## src/rtl/mips_multicycle_core_if.sv

```systemverilog
// Shared instruction/data memory port: one request at a time, completing on req && ready.
interface mips_multicycle_core_if #(
    parameter int ADDR_W = 32
);
    logic              mem_req;
    logic              mem_we;
    logic [ADDR_W-1:0] mem_addr;
    logic [31:0]       mem_wdata;
    logic              mem_ready;
    logic [31:0]       mem_rdata;

    modport master (output mem_req, mem_we, mem_addr, mem_wdata, input mem_ready, mem_rdata);
    modport slave  (input mem_req, mem_we, mem_addr, mem_wdata, output mem_ready, mem_rdata);
endinterface

```

## src/rtl/mips_multicycle_core.sv

```systemverilog
// Multi-cycle RV32I-subset core sharing one memory port for fetch, load and store.
// Sequences each instruction through FETCH/DECODE/EXEC/[MEM]/[WB]; illegal encodings halt.
module mips_multicycle_core #(
    parameter logic [31:0] RESET_PC = 32'h0000_0000,
    parameter int          NREG     = 32,
    parameter int          ADDR_W   = 32
) (
    input  logic                   clk,
    input  logic                   reset,
    mips_multicycle_core_if.master mem,
    output logic [31:0]            Result,
    output logic                   retire,
    output logic                   halted
);
    localparam int RW = (NREG == 16) ? 4 : 5;

    typedef enum logic [2:0] {BOOT, FETCH, DECODE, EXEC, MEM, WB, HALT} state_t;

    state_t             state;
    logic [31:0]        pc;
    logic [31:0]        oldpc;
    logic [31:0]        ir;
    logic signed [31:0] a;
    logic signed [31:0] b;
    logic [31:0]        aluout;
    logic [31:0]        mdr;
    logic [31:0]        rf [NREG];

    logic [6:0] opcode, f7;
    logic [4:0] rd, rs1, rs2;
    logic [2:0] f3;
    logic       is_load, is_store, is_op, is_opi, is_br, is_jal;
    logic       use_rs1, use_rs2, use_rd, reg_bad, legal, taken;
    logic signed [31:0] imm_i, imm_s, imm_b, imm_j, op_b;
    logic [31:0] exec_val, br_pc, wb_val;

    function automatic logic [31:0] alu(input logic [2:0] fn, input logic sub,
                                        input logic signed [31:0] x, input logic signed [31:0] y);
        case (fn)
            3'b000:  return sub ? x - y : x + y;
            3'b010:  return {31'b0, x < y};
            3'b110:  return x | y;
            3'b111:  return x & y;
            default: return '0;
        endcase
    endfunction

    // Low address bits are forced to zero so every access is word aligned.
    function automatic logic [ADDR_W-1:0] word_addr(input logic [31:0] x);
        logic [31:0] y;
        y = x & 32'hFFFF_FFFC;
        return y[ADDR_W-1:0];
    endfunction

    assign opcode = ir[6:0];
    assign rd     = ir[11:7];
    assign f3     = ir[14:12];
    assign rs1    = ir[19:15];
    assign rs2    = ir[24:20];
    assign f7     = ir[31:25];

    assign imm_i = {{20{ir[31]}}, ir[31:20]};
    assign imm_s = {{20{ir[31]}}, ir[31:25], ir[11:7]};
    assign imm_b = {{19{ir[31]}}, ir[31], ir[7], ir[30:25], ir[11:8], 1'b0};
    assign imm_j = {{11{ir[31]}}, ir[31], ir[19:12], ir[20], ir[30:21], 1'b0};

    always_comb begin
        is_load = 1'b0; is_store = 1'b0; is_op = 1'b0; is_opi = 1'b0; is_br = 1'b0; is_jal = 1'b0;
        use_rs1 = 1'b0; use_rs2 = 1'b0; use_rd = 1'b0;
        case (opcode)
            7'b0000011: begin is_load  = (f3 == 3'b010); use_rs1 = 1'b1; use_rd  = 1'b1; end
            7'b0100011: begin is_store = (f3 == 3'b010); use_rs1 = 1'b1; use_rs2 = 1'b1; end
            7'b0110011: begin
                is_op = ((f7 == 7'b0000000) && (f3 == 3'b000 || f3 == 3'b010 || f3 == 3'b110 || f3 == 3'b111))
                     || ((f7 == 7'b0100000) && (f3 == 3'b000));
                use_rs1 = 1'b1; use_rs2 = 1'b1; use_rd = 1'b1;
            end
            7'b0010011: begin
                is_opi  = (f3 == 3'b000 || f3 == 3'b010 || f3 == 3'b110 || f3 == 3'b111);
                use_rs1 = 1'b1; use_rd = 1'b1;
            end
            7'b1100011: begin is_br = (f3 == 3'b000 || f3 == 3'b001); use_rs1 = 1'b1; use_rs2 = 1'b1; end
            7'b1101111: begin is_jal = 1'b1; use_rd = 1'b1; end
            default: ;
        endcase
    end

    assign reg_bad = (NREG < 32) && ((use_rs1 && rs1[4]) || (use_rs2 && rs2[4]) || (use_rd && rd[4]));
    assign legal   = (is_load || is_store || is_op || is_opi || is_br || is_jal) && !reg_bad;

    assign op_b   = is_op ? b : imm_i;
    assign taken  = (a == b) ^ f3[0];
    assign br_pc  = taken ? oldpc + imm_b : pc;
    assign wb_val = is_load ? mdr : aluout;

    always_comb begin
        if (is_jal)        exec_val = pc;
        else if (is_load)  exec_val = a + imm_i;
        else if (is_store) exec_val = a + imm_s;
        else               exec_val = alu(f3, is_op && f7[5], a, op_b);
    end

    // Control, architectural state and registered memory/retire outputs.
    always_ff @(posedge clk or negedge reset) begin
        if (!reset) begin
            state         <= BOOT;
            pc            <= RESET_PC;
            for (int i = 0; i < NREG; i++) rf[i] <= '0;
            mem.mem_req   <= 1'b0;
            mem.mem_we    <= 1'b0;
            mem.mem_addr  <= '0;
            mem.mem_wdata <= '0;
            Result        <= '0;
            retire        <= 1'b0;
            halted        <= 1'b0;
        end else begin
            retire <= 1'b0;
            case (state)
                BOOT: begin
                    state        <= FETCH;
                    mem.mem_req  <= 1'b1;
                    mem.mem_we   <= 1'b0;
                    mem.mem_addr <= word_addr(pc);
                end
                FETCH: if (mem.mem_ready) begin
                    pc          <= pc + 32'd4;
                    mem.mem_req <= 1'b0;
                    state       <= DECODE;
                end
                DECODE: begin
                    if (!legal) begin
                        halted <= 1'b1;
                        state  <= HALT;
                    end else begin
                        state  <= EXEC;
                    end
                end
                EXEC: begin
                    if (is_load || is_store) begin
                        state        <= MEM;
                        mem.mem_req  <= 1'b1;
                        mem.mem_we   <= is_store;
                        mem.mem_addr <= word_addr(exec_val);
                        if (is_store) mem.mem_wdata <= b;
                    end else if (is_br) begin
                        pc           <= br_pc;
                        retire       <= 1'b1;
                        state        <= FETCH;
                        mem.mem_req  <= 1'b1;
                        mem.mem_we   <= 1'b0;
                        mem.mem_addr <= word_addr(br_pc);
                    end else begin
                        if (is_jal) pc <= oldpc + imm_j;
                        state <= WB;
                    end
                end
                MEM: if (mem.mem_ready) begin
                    if (mem.mem_we) begin
                        // Store done: roll straight into the next fetch without dropping req.
                        retire       <= 1'b1;
                        state        <= FETCH;
                        mem.mem_we   <= 1'b0;
                        mem.mem_addr <= word_addr(pc);
                    end else begin
                        mem.mem_req  <= 1'b0;
                        state        <= WB;
                    end
                end
                WB: begin
                    if (rd != 5'd0) rf[rd[RW-1:0]] <= wb_val;
                    Result       <= wb_val;
                    retire       <= 1'b1;
                    state        <= FETCH;
                    mem.mem_req  <= 1'b1;
                    mem.mem_we   <= 1'b0;
                    mem.mem_addr <= word_addr(pc);
                end
                HALT:    state <= HALT;
                default: state <= BOOT;
            endcase
        end
    end

    // Datapath latches: always reloaded before use, so they carry no reset.
    always_ff @(posedge clk) begin
        case (state)
            FETCH: if (mem.mem_ready) begin
                ir    <= mem.mem_rdata;
                oldpc <= pc;
            end
            DECODE: begin
                a <= rf[rs1[RW-1:0]];
                b <= rf[rs2[RW-1:0]];
            end
            EXEC: aluout <= exec_val;
            MEM:  if (mem.mem_ready) mdr <= mem.mem_rdata;
            default: ;
        endcase
    end
endmodule

```

## src/flat_wrapper.sv

```systemverilog
// flat-port wrapper written by rule: the top's interface ports become plain ports
module mips_multicycle_core_flat 
#(
    parameter logic [31:0] RESET_PC = 32'h0000_0000,
    parameter int          NREG     = 32,
    parameter int          ADDR_W   = 32
)
  (clk, reset, Result, retire, halted, mem_mem_req, mem_mem_we, mem_mem_addr, mem_mem_wdata, mem_mem_ready, mem_mem_rdata);
  mips_multicycle_core_if #(.ADDR_W(ADDR_W)) mem_i ();
  input  logic clk;
  input  logic reset;
  output logic [31:0] Result;
  output logic retire;
  output logic halted;
  output wire logic [$bits(mem_i.mem_req)-1:0] mem_mem_req;
  output wire logic [$bits(mem_i.mem_we)-1:0] mem_mem_we;
  output wire logic [$bits(mem_i.mem_addr)-1:0] mem_mem_addr;
  output wire logic [$bits(mem_i.mem_wdata)-1:0] mem_mem_wdata;
  input wire logic [$bits(mem_i.mem_ready)-1:0] mem_mem_ready;
  input wire logic [$bits(mem_i.mem_rdata)-1:0] mem_mem_rdata;
  assign mem_mem_req = mem_i.mem_req;
  assign mem_mem_we = mem_i.mem_we;
  assign mem_mem_addr = mem_i.mem_addr;
  assign mem_mem_wdata = mem_i.mem_wdata;
  assign mem_i.mem_ready = mem_mem_ready;
  assign mem_i.mem_rdata = mem_mem_rdata;
  mips_multicycle_core #(.RESET_PC(RESET_PC), .NREG(NREG), .ADDR_W(ADDR_W)) u_core (.clk(clk), .reset(reset), .mem(mem_i), .Result(Result), .retire(retire), .halted(halted));
endmodule
```

## config.mk

```make
export PLATFORM = sky130hd
export DESIGN_NAME = mips_multicycle_core_flat
export DESIGN_NICKNAME = d
export VERILOG_FILES = /design/src/rtl/mips_multicycle_core_if.sv /design/src/rtl/mips_multicycle_core.sv /design/src/flat_wrapper.sv
export SDC_FILE = /design/constraint.sdc
export NUM_CORES = 2
export LEC_CHECK = 0
export BUFFER_PORTS_ARGS = -buffer_cell sky130_fd_sc_hd__buf_2
export CORE_MARGIN = 3
export CORE_UTILIZATION = 52
export DETAILED_ROUTE_END_ITERATION = 12
export MAX_ROUTING_LAYER = met4
export PLACE_DENSITY_LB_ADDON = 0.08
export SLEW_MARGIN = 15
export SYNTH_ARGS = -nofsm -noshare
export SYNTH_HDL_FRONTEND = slang
export SYNTH_SLANG_ARGS = --single-unit
```

## constraint.sdc

```tcl
create_clock -name clk -period 8.1 [get_ports clk]
set_clock_uncertainty 0.2 [all_clocks]
set_input_delay 0.405 -clock clk [delete_from_list [all_inputs] [get_ports clk]]
set_output_delay 0.405 -clock clk [all_outputs]
set_load 0.01 [all_outputs]
```

# Yosys cells after proc, flatten, opt, wreduce, memory -nomap -nowiden

Index checks and enable logic that the tools add are counted.

Flip-flop bits (word level): 1351
Output and inout bits: 100
Logic and storage cells: 180
Input bits: 35

Equality and inequality tests: 26
Bitwise logic cells: 7
Reduce and logical (&&, ||, !) cells: 33
Add/sub/neg operators: 7
Multiplexer cells: 54
$lt $le $gt $ge: 5

Operators with widths:

| operator                | count |
|---|---|
| $bwmux W1024            | 1 |
| $mux W32                | 20 |
| $bmux W32 S5            | 2 |
| $demux W32 S5           | 1 |
| $pmux W32 S4            | 1 |
| $add A32 B32 Y32        | 3 |
| $pmux W32 S3            | 1 |
| $add A32 B12 Y32        | 2 |
| $pmux W32 S2            | 1 |
| $add A32 B3 Y32 const B | 1 |
| $and A32 B32 Y32        | 1 |
| $eq A32 B32 Y1          | 1 |
| $lt A32 B32 Y1          | 1 |
| $or A32 B32 Y32         | 1 |
| $sub A32 B32 Y32        | 1 |
| $eq A7 B6 Y1 const B    | 3 |
| $ge A6 B6 Y1 const B    | 3 |
| $mux W3                 | 6 |
| $not A5 Y6              | 3 |
| $pmux W3 S6             | 1 |
| $mux W1                 | 17 |
| $eq A3 B3 Y1 const B    | 5 |
| $eq A7 B7 Y1 const B    | 2 |
| $logic_or A1 B1 Y1      | 10 |
| other kinds (25)        | 44 |

# Longest topological paths before layout

Depth in word-level cells: 16
Mapped depth: 20
Gate-level depth less buffers: 17

# Least setup slack after synthesis

No wires, ideal clock.

Path kind: register to register
From: reg u_core.state[1]
To: reg u_core.a[0] (enable)
Path buffers: 1
Clock period less this slack: 5.916 ns
Setup slack: 2.184 ns
Data arrival time: 5.149 ns
Setup time: 0.567 ns
Required time: 7.333 ns
Stages on the path, launching flop included: 4
Cells stage by stage: dfrtp_1 -> clkbuf_1 -> inv_1 -> nor3_1

Word-level cells in the longest chain between the ends: 1

RTL lines:

| item                   | line                        | source |
|---|---|---|
| from (decl)            | mips_multicycle_core.sv:19  | `state_t state;` |
| from (signal assigned) | mips_multicycle_core.sv:106 | `state <= BOOT;` |
| from (signal assigned) | mips_multicycle_core.sv:120 | `state <= FETCH;` |
| from (signal assigned) | mips_multicycle_core.sv:128 | `state <= DECODE;` |
| $eq A3 B2 Y1           | mips_multicycle_core.sv:186 | `case (state)` |
| to (signal assigned)   | mips_multicycle_core.sv:192 | `a <= rf[rs1[RW-1:0]];` |
| to (decl)              | mips_multicycle_core.sv:23  | `logic signed [31:0] a;` |

Every way passes these cells.
A chain may end at the register's enable or synchronous reset.

# Worst setup path after layout

From: reg u_core.ir[14]
To: reg u_core.mem.mem_addr[19]

Word-level cells in the longest chain between the ends: 16
Elaborated cells on any way between the ends: 32
Those cells by class: 2 x add/sub; 5 x eq/ne; 12 x mux; 2 x bitwise; 11 x reduce/logical

RTL lines:

| item                                                        | line                          | source |
|---|---|---|
| from (decl)                                                 | mips_multicycle_core.sv:22    | `logic [31:0] ir;` |
| from (signal assigned)                                      | mips_multicycle_core.sv:188   | `ir <= mem.mem_rdata;` |
| $eq A3 B2 Y1 / $logic_not A3 Y1 (equally long branches)     | n/a                           |  |
| $logic_or A1 B1 Y1 (3 in series)                            | mips_multicycle_core.sv:74    | `is_op = ((f7 == 7'b0000000) && (f3 == 3'b000 \|\| f3 == 3'b010 \|\| f3 == 3'b110 \|\| f3 == 3'b111))` |
| $logic_and A1 B1 Y1                                         | mips_multicycle_core.sv:74    |  |
| $logic_or A1 B1 Y1                                          | mips_multicycle_core.sv:75    | `\|\| ((f7 == 7'b0100000) && (f3 == 3'b000));` |
| $mux W1                                                     | mips_multicycle_core.sv:70    | `case (opcode)` |
| $mux W32                                                    | mips_multicycle_core.sv:91    | `assign op_b = is_op ? b : imm_i;` |
| $add A32 B32 Y32 / $sub A32 B32 Y32 (equally long branches) | mips_multicycle_core.sv:40    | `3'b000: return sub ? x - y : x + y;` |
| $mux W32                                                    | mips_multicycle_core.sv:40    |  |
| $pmux W32 S4                                                | mips_multicycle_core.sv:39    | `case (fn)` |
| $mux W32                                                    | mips_multicycle_core.sv:99    | `else if (is_store) exec_val = a + imm_s;` |
| $mux W32                                                    | mips_multicycle_core.sv:98    | `else if (is_load) exec_val = a + imm_i;` |
| $mux W32                                                    | mips_multicycle_core.sv:97    | `if (is_jal) exec_val = pc;` |
| $mux W32                                                    | mips_multicycle_core.sv:139   | `if (is_load \|\| is_store) begin` |
| $pmux W32 S3                                                | mips_multicycle_core.sv:118   | `case (state)` |
| to (signal assigned)                                        | mips_multicycle_core.sv:123   | `mem.mem_addr <= word_addr(pc);` |
| to (signal assigned)                                        | mips_multicycle_core.sv:143   | `mem.mem_addr <= word_addr(exec_val);` |
| to (signal assigned)                                        | mips_multicycle_core.sv:151   | `mem.mem_addr <= word_addr(br_pc);` |
| to (decl)                                                   | mips_multicycle_core_if.sv:12 | `modport master (output mem_req, mem_we, mem_addr, mem_wdata, input mem_ready, mem_rdata);` |

Parallel ways exist; a longest one is shown, timed or not.

==> metrics.txt <==
status complete, no violations; CP Max Fanout 35; Layout Utilization 0.5799; Port Buffers 132; worst setup path start u_core.ir[14]$_DFFE_PP_; Placeable Area 0.1438 sq mm; number of synthesized flops with an enable pin 192; switching share of power 0.3739; total number of vias 57847; layout cell share with drive strength beyond 1 0.1970; DRT Pass-1 Iters 6; critical-path cell list and2_1 > buf_4 > o2111a_1 > and2_1 > buf_4 > mux2_2 > inv_1 > ha_1 > or3_1 > or3_1 > a21oi_1 > o31a_1 > o21a_1 > a21boi_1 > xnor2_1 > a211oi_1 > a21oi_1 > a211o_1; slew of the pin with the lowest slew margin 1218 ps; die width 386.8 microns; fillers 12002; Routed Antenna Nets 0; IR Drop Worst-Case VDD 0.0002139 V; CP Capture Point u_core.mem.mem_addr[19]$_DFFE_PN0P_; sequential fraction of the synthesis area 0.4605; number of global-route vias before repair 56317; initial antenna violation count 6; CTS tree yes; Netlist cell types 91; CTS Buf Count 150; first-pass GRT wire length 400200 microns; Sink Count 1349; Critical Path Source Type register; synth warn 0; Skew-Pair Late Insertion Delay 810 ps; CP arrival 6270 ps; reg2reg setup slack 2310 ps; clock-pin slew on the worst setup and hold paths 60 ps; setup TNS 0 ps; Seq pwr share 0.387; Pleak 35.63 nW; Die Ht 386.8 microns; max-cap violations 0; syn avg cell area 10.92 sq um; Fmax 172.6 MHz; crit end category register; HPWL reported at the end of detailed placement 179700 microns; #FFs+latches synth 1349; Hold Path Depth 2; Cell Count, Final, Fillers Out 8785; R2R cell count 18; post-CTS setup buffers 0; gr usage total 0.3802; clock power share 0.239; Inst Count DP 8471; initial DRC count 6223; Comb power frac 0.374; largest net degree at the start of global routing 168; critical path class reg2reg; slowest stage delay, CP 600 ps; CP max stage cell a211oi_1; crit-path leading delay family compound AO/OA/AOI/OAI gates; DRC 0; P&R area growth vs syn 10.63%; total wire length 276200 microns; Tcrit/Tclk final 0.7152; setup violators final 0; Post-Syn Area 0.07539 sq mm; Post-Syn Instances 6904; Required @ worst endpoint 8580 ps; starting density of the core 0.5242; Placement Cell Area 0.07794 sq mm; Min Clock Period, post-route 5793 ps; Placer Congestion 1.038; worst r2r dst u_core.mem.mem_addr[19]$_DFFE_PN0P_; design area 0.08341 sq mm; Hold Crit Class in2reg; crit path buf inv count 3; diode count 0; Int Pwr 18.50 mW; via-per-instance ratio 6.585; Post-synth top flop dfrtp_1; Row Count 139; Worst path depth 18; WL/cell 31.44 microns; worst-case clock buffer depth 3; R2R Path Start u_core.ir[14]$_DFFE_PP_; max_slew headroom 0.1710; I/O pins 135; CTS H-tree depth 4; post-synthesis async set-or-reset flop share 0.8577; Switch Pwr 11.05 mW; pwr dens 354.3 mW/mm^2; unrepaired setup endpoints after global routing false; max-slew violations 0; DIE AREA 0.1496 sq mm; Nets 6976; Root Buffer clkbuf_16; Overflow after GRT 0; Fin. Hold Viols 0
[cell usage in the layout, fill, tap and decap left out, types with 23 or more instances in the layout]
cell type / netlist / routed
dfrtp_1: 1157 / 1157
a21oi_1: 735 / 735
nand2_1: 749 / 733
o21ai_0: 706 / 706
nor2_1: 704 / 688
mux4_2: 640 / 640
edfxtp_1: 192 / 192
ha_1: 177 / 177
clkbuf_16: 0 / 155
buf_4: 2 / 139
buf_2: 17 / 131
inv_1: 130 / 129
mux2_2: 104 / 104
a21o_1: 80 / 80
xnor2_1: 77 / 76
xor2_1: 71 / 71
nand3_1: 60 / 60
nor3_1: 59 / 55
a31oi_1: 42 / 42
o21ai_1: 40 / 40
dlygate4sd3_1: 0 / 36
and3_1: 36 / 35
nand4_1: 34 / 34
o21bai_1: 30 / 30
clkbuf_1: 542 / 29
or3_1: 26 / 26
a211oi_1: 26 / 26
o22ai_1: 25 / 25
a221oi_1: 24 / 24
clkinv_2: 0 / 24
clkbuf_8: 0 / 23
[cell type report]
class	instances	area [sq um]	area share
Clock inverter	69	760.7	0.009121
Multi-Input combinational cell	4799	38370	0.4601
Inverter	137	515.5	0.006180
Clock buffer	207	4304	0.05160
Tap cell	1903	2381	0.02855
Timing Repair Buffer	321	2355	0.02823
Sequential cell	1349	34720	0.4162
[power by group through the flow]
stage	registers, mW	clock network (mW)	logic [mW]
detailed placement	11.4	0	10.9
global route	11.7	7.43	12.0
CTS	11.3	7.15	11.0
global placement	11.3	0	10.8
floorplan	10.7	0	7.99
finish	11.4	7.07	11.1
[synth_stat cells (71+ instances only)]
master    count  area (sq um)
dfrtp_1    1157         28950
nand2_1     749          2811
a21oi_1     735          3679
o21ai_0     706          3533
nor2_1      704          2643
mux4_2      640         14410
clkbuf_1    542          2034
edfxtp_1    192          5766
ha_1        177          2215
inv_1       130         488.0
mux2_2      104          1171
a21o_1       80         600.6
xnor2_1      77         674.4
xor2_1       71         621.9
[what timing repair did]
item | in CTS | in global routing
hold buffers | 36 | 0
resized for setup | 0 | 0
endpoints found under the hold margin | 135 | 0
[sequential cells by signal (all words and copies together), names as in the netlist, 3 cells and up]
name,count
u_core.rf,1024
u_core.Result,32
u_core.a,32
u_core.aluout,32
u_core.b,32
u_core.ir,32
u_core.mdr,32
u_core.mem.mem_wdata,32
u_core.oldpc,32
u_core.pc,32
u_core.mem.mem_addr,30
u_core.state,3
[metrics by stage]
stage	total power [mW]	setup slack, ps	hold WS, ps
2_1_floorplan	18.70	2184	-90.59
3_3_place_gp	22.08	2383	176.4
3_5_place_dp	22.36	2369	183.3
4_1_cts	29.47	2347	95.12
5_1_grt	31.10	1944	134.5
6_report	29.55	2307	149.9
[worst min-delay path by stage]
stage	endpoint	start
global route	u_core.mdr[16]$_DFFE_PP_	mem_mem_rdata[16]
finish	u_core.ir[15]$_DFFE_PP_	mem_mem_rdata[15]
global placement	u_core.rf[1015]$_DFFE_PN0P_	u_core.rf[1015]$_DFFE_PN0P_
detailed placement	u_core.rf[997]$_DFFE_PN0P_	u_core.rf[997]$_DFFE_PN0P_
floorplan	u_core.Result[0]$_DFFE_PN0P_	reset
CTS	u_core.ir[16]$_DFFE_PP_	mem_mem_rdata[16]
[routing by layer]
metal,up-vias,track usage,share of wire
met4,0,0.1869,0.059
met5,-,-,0
met2,2653,0.5746,0.46
met3,552,0.05756,0.076
met1,29593,0.5080,0.40
li1,25049,-,-
[cell families (layout without fill, tap and decap cells)]
kind of cell / after synthesis / in the layout / share of synthesized area
other: 1 / 2 / 0.00004974
AND/OR/NAND/NOR: 1773 / 1773 / 0.09757
multiplexers: 795 / 795 / 0.2135
AO/OA/AOI/OAI: 1897 / 1897 / 0.1419
adder cells (fa/ha/maj): 183 / 183 / 0.03097
flip-flops: 1349 / 1349 / 0.4605
XOR/XNOR: 149 / 149 / 0.01741
buffers and inverters: 757 / 734 / 0.03807
[worst register-to-register path: stages (launching register included)]
cell,delay [ps]
edfxtp_1,520
and2_1,180
buf_4,280
o2111a_1,290
and2_1,130
buf_4,410
mux2_2,430
inv_1,80
ha_1,320
or3_1,430
or3_1,320
a21oi_1,230
o31a_1,290
o21a_1,260
a21boi_1,110
xnor2_1,180
a211oi_1,600
a21oi_1,140
a211o_1,260
Power figures use the tool's default switching activity.
